### src/rtl/parking_slot_scheduler.sv
// Parking-lot slot scheduler: keeps the lot clock, allocates/releases slots and
// sequences the shared time subtractor between entry and exit gate events.
module parking_slot_scheduler #(
  parameter int SLOTS = 4,
  parameter int SID_W = 2,
  parameter int TW    = 8
) (
  input  logic             clk,
  input  logic             rst,
  input  logic             tick,
  input  logic             entry_req,
  input  logic             exit_req,
  input  logic [SID_W-1:0] exit_slot,
  output logic             entry_ack,
  output logic [SID_W-1:0] entry_slot,
  output logic             entry_full,
  output logic             exit_done,
  output logic             exit_err,
  output logic [TW-1:0]    duration,
  output logic [TW-1:0]    now,
  output logic [SID_W:0]   free_count
);

  localparam int NS = 1 << SID_W;

  typedef enum logic [1:0] {IDLE, ENTRY, EX_CALC, EX_DONE} state_t;

  state_t           state, state_nxt;
  logic [NS-1:0]    occupied;
  logic [TW-1:0]    stamp [NS];
  logic [TW-1:0]    t_out_p0, t_in_p0;
  logic [SID_W-1:0] slot_p0;
  logic             free_found;
  logic [SID_W-1:0] free_idx;
  logic             exit_ok;
  logic             do_alloc, do_full, do_err, do_latch, do_done;

  // Modular difference; the borrow out of the top bit is intentionally dropped.
  function automatic logic [TW-1:0] sub_wrap(input logic [TW-1:0] a, input logic [TW-1:0] b);
    logic [TW:0] d;
    d = {1'b0, a} - {1'b0, b};
    return d[TW-1:0];
  endfunction

  always_comb begin
    free_found = 1'b0;
    free_idx   = '0;
    for (int i = SLOTS - 1; i >= 0; i--) begin
      if (!occupied[i]) begin
        free_found = 1'b1;
        free_idx   = SID_W'(i);
      end
    end
  end

  assign exit_ok = (int'(exit_slot) < SLOTS) && occupied[exit_slot];

  always_ff @(posedge clk) begin
    if (rst) state <= IDLE;
    else     state <= state_nxt;
  end

  always_comb begin
    state_nxt = state;
    do_alloc  = 1'b0;
    do_full   = 1'b0;
    do_err    = 1'b0;
    do_latch  = 1'b0;
    do_done   = 1'b0;
    case (state)
      IDLE: begin
        if (exit_req)       state_nxt = EX_CALC;
        else if (entry_req) state_nxt = ENTRY;
      end
      ENTRY: begin
        state_nxt = IDLE;
        do_alloc  = free_found;
        do_full   = !free_found;
      end
      EX_CALC: begin
        if (exit_ok) begin
          state_nxt = EX_DONE;
          do_latch  = 1'b1;
        end else begin
          state_nxt = IDLE;
          do_err    = 1'b1;
        end
      end
      EX_DONE: begin
        state_nxt = IDLE;
        do_done   = 1'b1;
      end
      default: state_nxt = IDLE;
    endcase
  end

  always_ff @(posedge clk) begin
    if (rst) begin
      now        <= '0;
      occupied   <= '0;
      free_count <= (SID_W + 1)'(SLOTS);
      entry_ack  <= 1'b0;
      entry_full <= 1'b0;
      exit_err   <= 1'b0;
      exit_done  <= 1'b0;
      entry_slot <= '0;
      duration   <= '0;
    end else begin
      if (tick) now <= now + TW'(1);
      entry_ack  <= do_alloc;
      entry_full <= do_full;
      exit_err   <= do_err;
      exit_done  <= do_done;
      if (do_alloc) begin
        occupied[free_idx] <= 1'b1;
        entry_slot         <= free_idx;
        free_count         <= free_count - (SID_W + 1)'(1);
      end
      if (do_done) begin
        occupied[slot_p0] <= 1'b0;
        free_count        <= free_count + (SID_W + 1)'(1);
        duration          <= sub_wrap(t_out_p0, t_in_p0);
      end
    end
  end

  always_ff @(posedge clk) begin
    if (rst) begin
      for (int i = 0; i < NS; i++) stamp[i] <= '0;
    end else if (do_alloc) begin
      stamp[free_idx] <= now;
    end
  end

  // Stage p0: subtractor operands captured on leaving EX_CALC, so a tick in
  // that same cycle is counted in now but not in the duration.
  always_ff @(posedge clk) begin
    if (do_latch) begin
      t_out_p0 <= now;
      t_in_p0  <= stamp[exit_slot];
      slot_p0  <= exit_slot;
    end
  end

endmodule
### config.mk
export PLATFORM = sky130hd
export DESIGN_NAME = parking_slot_scheduler
export DESIGN_NICKNAME = d
export VERILOG_FILES = /design/src/rtl/parking_slot_scheduler.sv
export SDC_FILE = /design/constraint.sdc
export NUM_CORES = 1
export LEC_CHECK = 0
export CAP_MARGIN = 0
export CORE_MARGIN = 3
export CORE_UTILIZATION = 32
export DETAILED_ROUTE_END_ITERATION = 6
export SETUP_SLACK_MARGIN = 0.2
export SYNTH_ARGS = -nofsm -noshare
export SYNTH_HDL_FRONTEND = slang
export SYNTH_SLANG_ARGS = --single-unit
### constraint.sdc
create_clock -name clk -period 3.15 [get_ports clk]
set_input_delay 0.63 -clock clk [delete_from_list [all_inputs] [get_ports clk]]
set_output_delay 0.63 -clock clk [all_outputs]
set_load 0.02 [all_outputs]
# [Word-level counts from Yosys, hierarchy flattened]
# Memory sizes are Yosys's and may differ from the RTL's. A register that Yosys moved wholly into a read port is not among the register bits.
# Cells that the tools add are included.
[word_totals] input_bits=7 elab_cells=76 reg_bits=41 mem_count=1 output_inout_bits=25 ramBits=32
[op_classes] n_reduce_logical=9 add_sub_neg=4 muxes=36 bitwise=5 n_eq_ne=4 n_lt_le_gt_ge=5
[memory_table] memory="stamp" words=4 word_bits=8 read_ports=1 rd_clocked_by_memory_dff=1 write_ports=4 line="30" rtl="logic [TW-1:0] stamp [NS];"
[ops] operator="2-to-1 mux 1 bit" n=18
[ops] operator="2-to-1 mux 2 bit" n=8
[ops] operator="2-to-1 mux 4 bit" n=3
[ops] operator="less-than comparator 2 x 3 -> 1 bit, second input constant" n=3
[ops] operator="adder 8 x 1 -> 8 bit, second input constant" n=1
[ops] operator="2-to-1 mux 8 bit" n=1
[ops] operator="OR reduction 8 bit" n=1
[ops] operator="subtractor 8 bit" n=1
[ops] operator="2-to-1 mux 3 bit" n=2
[ops] operator="case mux 2 bit (3 select lines)" n=1
[ops] operator="OR reduction 2 bit" n=3
[ops] operator="AND 4 bit" n=1
[ops] operator="demux 1 bit (select 2 bit)" n=2
[ops] operator="== test 2 bit, second input constant" n=2
[ops] operator="greater-or-equal comparator 2 x 1 -> 1 bit, second input constant" n=2
[ops] operator="inverter 4 bit" n=1
[ops] operator="OR 4 bit" n=1
[ops] operator="adder 3 x 1 -> 3 bit, second input constant" n=1
[ops] operator="!= test 3 bit, second input constant" n=1
[ops] operator="subtractor 3 x 1 -> 3 bit, second input constant" n=1
[ops] operator="binary-select mux 1 bit (select 2 bit)" n=1
[ops] operator="== test 2 x 1 -> 1 bit, second input constant" n=1
[ops] operator="logical AND 1 bit" n=2
[ops] operator="logical NOT 2 bit" n=1
[ops] operator="other kinds (3)" n=4

# [Longest topological paths before layout]
[logic_depth] ltp_word=13 depth_mapped=9 ltp_nobuf=8

# [Least setup slack after synthesis]
# Ideal clock, no wire load.
[synth_timing] path_kind="input port to flip-flop" start="input exit_slot[0]" end="register slot_p0[0] (enable)" setup_ns=0.392 required_time_ns=2.758 path_buffers=1 slack_ns=0.746 stages=4 arrival_time_ns=2.012 path_cell_list="buf_4 > mux4_2 > nand2_1 > nor2_1"
[synth_via] elab_chain_len=4
[synth_lines] item="start: declaration" line="13" rtl="input logic [SID_W-1:0] exit_slot,"
[synth_lines] item="binary-select mux 1 bit (select 2 bit)" line="56" rtl="assign exit_ok = (int'(exit_slot) < SLOTS) && occupied[exit_slot];"
[synth_lines] item="2-to-1 mux 1 bit (implied by the code)" line="56"
[synth_lines] item="2-to-1 mux 1 bit" line="81" rtl="if (exit_ok) begin"
[synth_lines] item="2-to-1 mux 1 bit" line="70" rtl="case (state)"
[synth_lines] item="named net do_latch" line="36" rtl="logic do_alloc, do_full, do_err, do_latch, do_done;"
[synth_lines] item="end signal: assignment" line="141" rtl="slot_p0 <= exit_slot;"
[synth_lines] item="end: declaration" line="32" rtl="logic [SID_W-1:0] slot_p0;"
# The timed path passes the listed nets, and every way through them passes these cells. The select of a mux whose other input is x is not followed.
# A chain may end at the register's enable or synchronous reset.

# [Worst setup path after layout]
[layout_timing] start="register state[0]" end="register free_count[2]"
[layout_via] elab_chain_len=3 word_cells_on_any_way=6 cone_classes="eq/ne: 2; mux: 3; reduce/logical: 1"
[layout_lines] item="start: declaration" line="28" rtl="state_t state, state_nxt;"
[layout_lines] item="start signal: assignment" line="60" rtl="else state <= state_nxt;"
[layout_lines] item="== test 2 bit or == test 2 x 1 -> 1 bit (tied branches)" line="70"
[layout_lines] item="2-to-1 mux 1 bit" line="70"
[layout_lines] item="2-to-1 mux 3 bit or nonzero test 2 bit (tied branches)"
[layout_lines] item="end signal: assignment" line="101" rtl="free_count <= (SID_W + 1)'(SLOTS);"
[layout_lines] item="end signal: assignment" line="117" rtl="free_count <= free_count - (SID_W + 1)'(1);"
[layout_lines] item="end signal: assignment" line="121" rtl="free_count <= free_count + (SID_W + 1)'(1);"
[layout_lines] item="end: declaration" line="21" rtl="output logic [SID_W:0] free_count"
# Parallel ways exist; a longest one is shown, timed or not.

==> qor.txt <==
commonest cells after routing, fill and taps aside: 50 x edfxtp_1, 34 x and2_1, 31 x dfxtp_1, 31 x clkdlybuf4s50_1
Site Rows: 37
Initial Util: 0.336
PortBufs: 31
fin. max-slew vios: 0
initial antenna violation count: 0
Post-Route WL: 7070 um
DRT iter0 DRCs: 87
asr flop ratio synth: 0
Die X: 111 um
switching share of total power: 0.237
pin count of the biggest net entering global routing: 32
endpoints failing setup: 0
diodes inserted: 0
most common cell after layout, fill and taps aside: edfxtp_1
gr ovfl total: 0
Syn Inst Count: 287
area of the multi-input gates: 1310 um2
setup ws final: 0.810 ns
layout cells sized above 1: 0.110
Power Dens Cells: 468 nW/um2
min Tclk post-route: 2.34 ns
GRT Total Usage: 0.120
Final Instance Area: 4170 um2
sequential power share: 0.600
Reg clk slew, reported paths: 0.09 ns
worst hold path class: flip-flop to flip-flop
total chip power: 1.95 mW
Netlist cell types: 44
DP HPWL: 5060 um
cts hold-fix bufs: 0
post-route insts no fill: 462
Final Hold Fails: 0
CTS Sinks: 81
total CTS buffers: 9
Fmax achieved: 427 MHz
Antenna Violating Nets Remaining: 0
worst slew margin relative to its limit: 0.672
Yosys warning count: 0
FF/Latch Area: 2120 um2
setup bufs post-CTS: 0
CP Launch Type: flip-flop
Die H: 111 um
drt wl/cell: 15.3 um
clock share of power: 0.340
EDFF count, synth: 50
Int Power: 1.49 mW
CP max FO: 14
H-tree lvl count: 3
vias per std cell: 4.86
Post-Route Setup TNS: 0 ns
DP Cell Count: 446
global-route wire length before repair: 11700 um
1st-pass router iterations: 4
CP max-delay cell: dfxtp_1
most used flip-flop cell after synthesis: edfxtp_1
outcome: complete, no violations
crit-path cells: and2_1, inv_2, fa_1, and2_1, a21oi_1, nor3_1, or3b_1
Slew @ Worst Pin: 0.491 ns
Synth Net Count: 304
CTS tree: yes
vias in the first global route: 2225
fin nets: 338
Required @ worst endpoint: 3.39 ns
crit end category: flip-flop
Root Buffer: clkbuf_8
Net Sw Power: 0.464 mW
Tcrit/Tclk final: 0.743
RSZ-0062 raised after global routing: false
dpl ws: 0.680 ns
DRC: 0
CP Class: flip-flop to flip-flop
Worst path most repeated cell: and2_1
Logic pwr share: 0.060
die area: 12400 um2
slowest stage delay, CP: 0.51 ns
I/O pin count: 32
core area: 10600 um2
Mapped Area: 3550 um2
FF+latch count, synth: 81
P&R area growth vs syn: 17.7%
Pleak: 1.48 nW
post-CTS sizing: 0
CTS Buffer Depth: 2
Synth Area per Inst: 12.4 um2
worst hold slack: 0.468 ns
CP arrival: 2.58 ns
placed instance area: 4010 um2
post-synthesis sequential area ratio: 0.598
fin util: 0.395
clock latency on the worst-skew pair: 0.35 ns
total of max-cap violations: 0
Placer Congestion: 0.761
via count: 2247
worst vdd ir: 0.000204 V
Final Skew: 0.0105 ns
Layout fillers: 1039
routing by layer:
| metal | wire length [um] | track usage |
|---|---|---|
| met1 | 3340 | 0.166 |
| met2 | 3270 | 0.181 |
| met3 | 393 | 0.0393 |
| met4 | 69 | 0.0333 |
| met5 | 0 | 0 |
synth_stat cells (2+ instances only):
cell type,n,area (um2)
edfxtp_1,50,1500
and2_1,34,213
dfxtp_1,31,621
nand2_1,18,67.6
nor2_1,18,67.6
a21oi_1,16,80.1
inv_1,11,41.3
o21ai_0,10,50.1
mux4_2,9,203
a211oi_1,8,60.1
ha_1,8,100
xor2_1,6,52.6
buf_2,5,25.0
nand3_1,5,25.0
and3_1,4,25.0
clkbuf_1,4,15.0
nand4_1,4,25.0
or3_1,4,25.0
a21o_1,3,22.5
clkbuf_2,3,15.0
nand3b_1,3,22.5
nor4b_1,3,26.3
xnor2_1,3,26.3
buf_4,2,15.0
fa_1,2,40.0
mux2i_1,2,20.0
nand2b_1,2,12.5
nor3_1,2,10.0
o31ai_1,2,15.0
worst max-delay path: cells and delay by family (launching register included):
kind                       cells  cell delay (ns)
and+or+nand+nor                4             0.95
DFF                            1             0.51
adders and majority gates      1             0.43
buffers and inverters          1             0.19
AOI/OAI and AO/OA              1             0.15
sequential cells by signal, indices dropped and copies added, names as in the netlist, 2 cells and up:
register	count
free_count	3
stamp	32
occupied	4
now	8
state	2
slot_p0	2
entry_slot	2
t_out_p0	8
duration	8
t_in_p0	8
cells by family (layout without fill, tap and decap cells):
| group | after synthesis | count (layout) | synth area share |
|---|---|---|---|
| flops | 81 | 81 | 0.598 |
| buf+inv | 27 | 66 | 0.0335 |
| xor+xnor | 9 | 9 | 0.0222 |
| fa+ha+maj | 10 | 10 | 0.0395 |
| compound gates | 46 | 46 | 0.0805 |
| mux | 11 | 11 | 0.0628 |
| simple gates | 103 | 103 | 0.163 |
worst paths after layout:
check,depth (start not counted),startpoint,slack (ns),end
max,7,state[0]$_SDFFE_PP0P_,0.81,free_count[2]$_SDFFE_PP1P_
min,2,duration[3]$_SDFFE_PP0P_,0.47,duration[3]$_SDFFE_PP0P_
max reg2reg,7,state[0]$_SDFFE_PP0P_,0.81,free_count[2]$_SDFFE_PP1P_
min reg2reg,2,duration[3]$_SDFFE_PP0P_,0.47,duration[3]$_SDFFE_PP0P_
area by class of cell:
type / count / share of cell area
flip-flops and latches: 81 / 0.508
multi-input cells: 179 / 0.313
repair buffers: 38 / 0.0869
well taps: 136 / 0.0408
clock buffers: 9 / 0.0297
clock inverters: 7 / 0.0108
inverters: 12 / 0.0108
power by group through the flow:
| stage | logic [mW] | clock network, mW | registers (mW) |
|---|---|---|---|
| 6_report | 0.118 | 0.663 | 1.17 |
| 3_3_place_gp | 0.117 | 0 | 1.20 |
| 3_5_place_dp | 0.119 | 0 | 1.20 |
| 5_1_grt | 0.128 | 0.736 | 1.18 |
| 4_1_cts | 0.120 | 0.684 | 1.17 |
| 2_1_floorplan | 0.0690 | 0 | 1.19 |
Note: power is estimated with default switching activity, not from simulation.
==> edit, RTL diff (same settings) <==
The parameter `SLOTS` goes from 4 to 8.
--- a/src/rtl/parking_slot_scheduler.sv
+++ b/src/rtl/parking_slot_scheduler.sv
@@ -2,5 +2,5 @@
 // sequences the shared time subtractor between entry and exit gate events.
 module parking_slot_scheduler #(
-  parameter int SLOTS = 4,
+  parameter int SLOTS = 8,
   parameter int SID_W = 2,
   parameter int TW    = 8
Formal check against the unedited RTL: not equivalent (a bounded check fails within 4 cycles, from zero or initial values and one cycle with rst high).
==> edit against the original RTL <==
Sequential cell count down 1. Worst setup slack better by 0.15 ns. Design area rose by 0.27%. Synthesized area is 1.2% lower. Power rose by 8.4%. Synthesized cell count fell by 5.2%. Critical endpoint is now now[0]. Clock skew is 0.0026 ns lower. Critical path depth shrank 6. Hold slack worse by 0.013 ns. Final cell count down 2.6%. Wire length fell by 8.3%. Register-to-register slack improved by 0.33 ns.
==> edit: results (changes against the original RTL) <==
* Slew margin rel.: 46.2% (-21 points)
- Proportion of power drawn by the clock network: 40.2% (+6.2 points)
- Met3 WL: 251 µm (-36%)
- The post-placement worst setup slack came to 0.820 ns (+0.140 ns).
- Total power density per cell area: 506 nW/µm² (+8.1%)
- Non-filler instance count after layout: 450 (-2.6%)
- The total of buffers placed on input and output ports came to 30 (-3.2%).
* Slowest stage cell, crit path: sky130_fd_sc_hd__clkdlybuf4s50_1
- The delay contributed by the slowest stage of the critical path came to 0.68 ns (+0.17 ns).
- Switching power of the nets: 0.436 mW (-5.9%)
- The synthesized netlist cell count was 272 (-5.2%).
- The arrival time at the worst endpoint was 1.56 ns (-1.02 ns).
- The global-route wire length before repair is 10900 µm (-6.3%).
- Static leakage: 1.49 nW (+0.89%)
- The sum of routed wire length over all layers came to 6480 µm (-8.3%).
- The global routing usage on met3 is 3.38% (-0.55 points).
* Maximum fanout count along the critical path: 9 (-5)
- The worst clock skew is 0.00783 ns (-0.00262 ns).
- Met1 track demand over resource: 14.9% (-1.7 points)
- Area of placed instances: 3960 µm² (-1.2%)
- Number of DRC markers after the initial detailed-route iteration: 52 (-40%)
- Fraction of final layout cells with drive strength greater than 1: 11.5% (+0.42 points)
- Met2 track demand over resource in global routing: 16.9% (-1.2 points)
- The post-route met1 wirelength came to 3180 µm (-4.8%).
- The number of vias after detailed routing is 2175 (-3.2%).
- The maximum number of pins on one net before global-route repair is 19 (-41%).
* Commonest cells in the synthesized netlist: sky130_fd_sc_hd__edfxtp_1, sky130_fd_sc_hd__and2_1, sky130_fd_sc_hd__dfxtp_1
- Via count of the first global-routing pass: 2133 (-4.1%)
* Wire length on met2: 2930 µm (-10%)
- The detailed placer's ending HPWL came to 4770 µm (-5.8%).
- Number of fill cells in the layout: 1014 (-2.4%)
* Layout net count: 326 (-3.6%)
- N_diodes: 0 (unchanged)
- Weighted congestion at the end of routability-driven global placement: 0.800 (+5.0%)
* Dominant cells by area after synthesis: sky130_fd_sc_hd__edfxtp_1, sky130_fd_sc_hd__dfxtp_1, sky130_fd_sc_hd__mux4_2
- The sequential fraction of the synthesis area is 60.0% (+0.13 points).
* Nets in the synthesized netlist: 289 (-4.9%)
- The net switching fraction of the power was 20.6% (-3.1 points).
* Result of the run: complete, no violations
* Max IR drop VDD: 0.000232 V (+14%)
edit: changes by cell type in the layout (fill, tap and decap cells not counted), moves of 3 or more:
cell,before,now
sky130_fd_sc_hd__nor2b_1,0,5
sky130_fd_sc_hd__nor4_1,0,3
sky130_fd_sc_hd__nand3_1,5,1
sky130_fd_sc_hd__o41ai_1,0,3
sky130_fd_sc_hd__o21ai_0,10,5
sky130_fd_sc_hd__and2_1,34,30
sky130_fd_sc_hd__a21oi_1,16,11
sky130_fd_sc_hd__nand2_1,18,12
sky130_fd_sc_hd__o31a_1,0,3
sky130_fd_sc_hd__a211oi_1,8,5
edit: worst paths after layout:
path                  from             to  slack [ns]  cells after the start
max                 now[0]         now[0]        0.96                      1
max reg2reg       state[0]    stamp[2][4]        1.14                      3
min          entry_slot[0]  entry_slot[0]        0.45                      2
min reg2reg  entry_slot[0]  entry_slot[0]        0.45                      2
edit: cell families (layout without fill, tap and decap cells):
family / after synthesis / count (layout) / synth area share, %
DFF: 80 / 80 / 60.0
and+or+nand+nor: 94 / 94 / 14.7
AOI/OAI and AO/OA: 43 / 43 / 8.85
other: 1 / 1 / 0.107
xor gates and xnor gates: 9 / 9 / 2.25
adders and majority gates: 10 / 10 / 4.00
buffers and inverters: 24 / 66 / 3.71
muxes: 11 / 11 / 6.35
edit: area by class of cell:
class | instances | area share (%)
multi-input combinational | 168 | 30.4
tap | 136 | 4.07
timing repair buffer | 38 | 8.61
sequential | 80 | 50.2
inverter | 12 | 1.20
clock inverter | 5 | 1.85
clock buffer | 11 | 3.65
edit: tightest hold or removal path, stage by stage (launching register included):
cell and delay, ns:
sky130_fd_sc_hd__dfxtp_1 0.31, sky130_fd_sc_hd__nand2_1 0.05, sky130_fd_sc_hd__a21oi_1 0.05
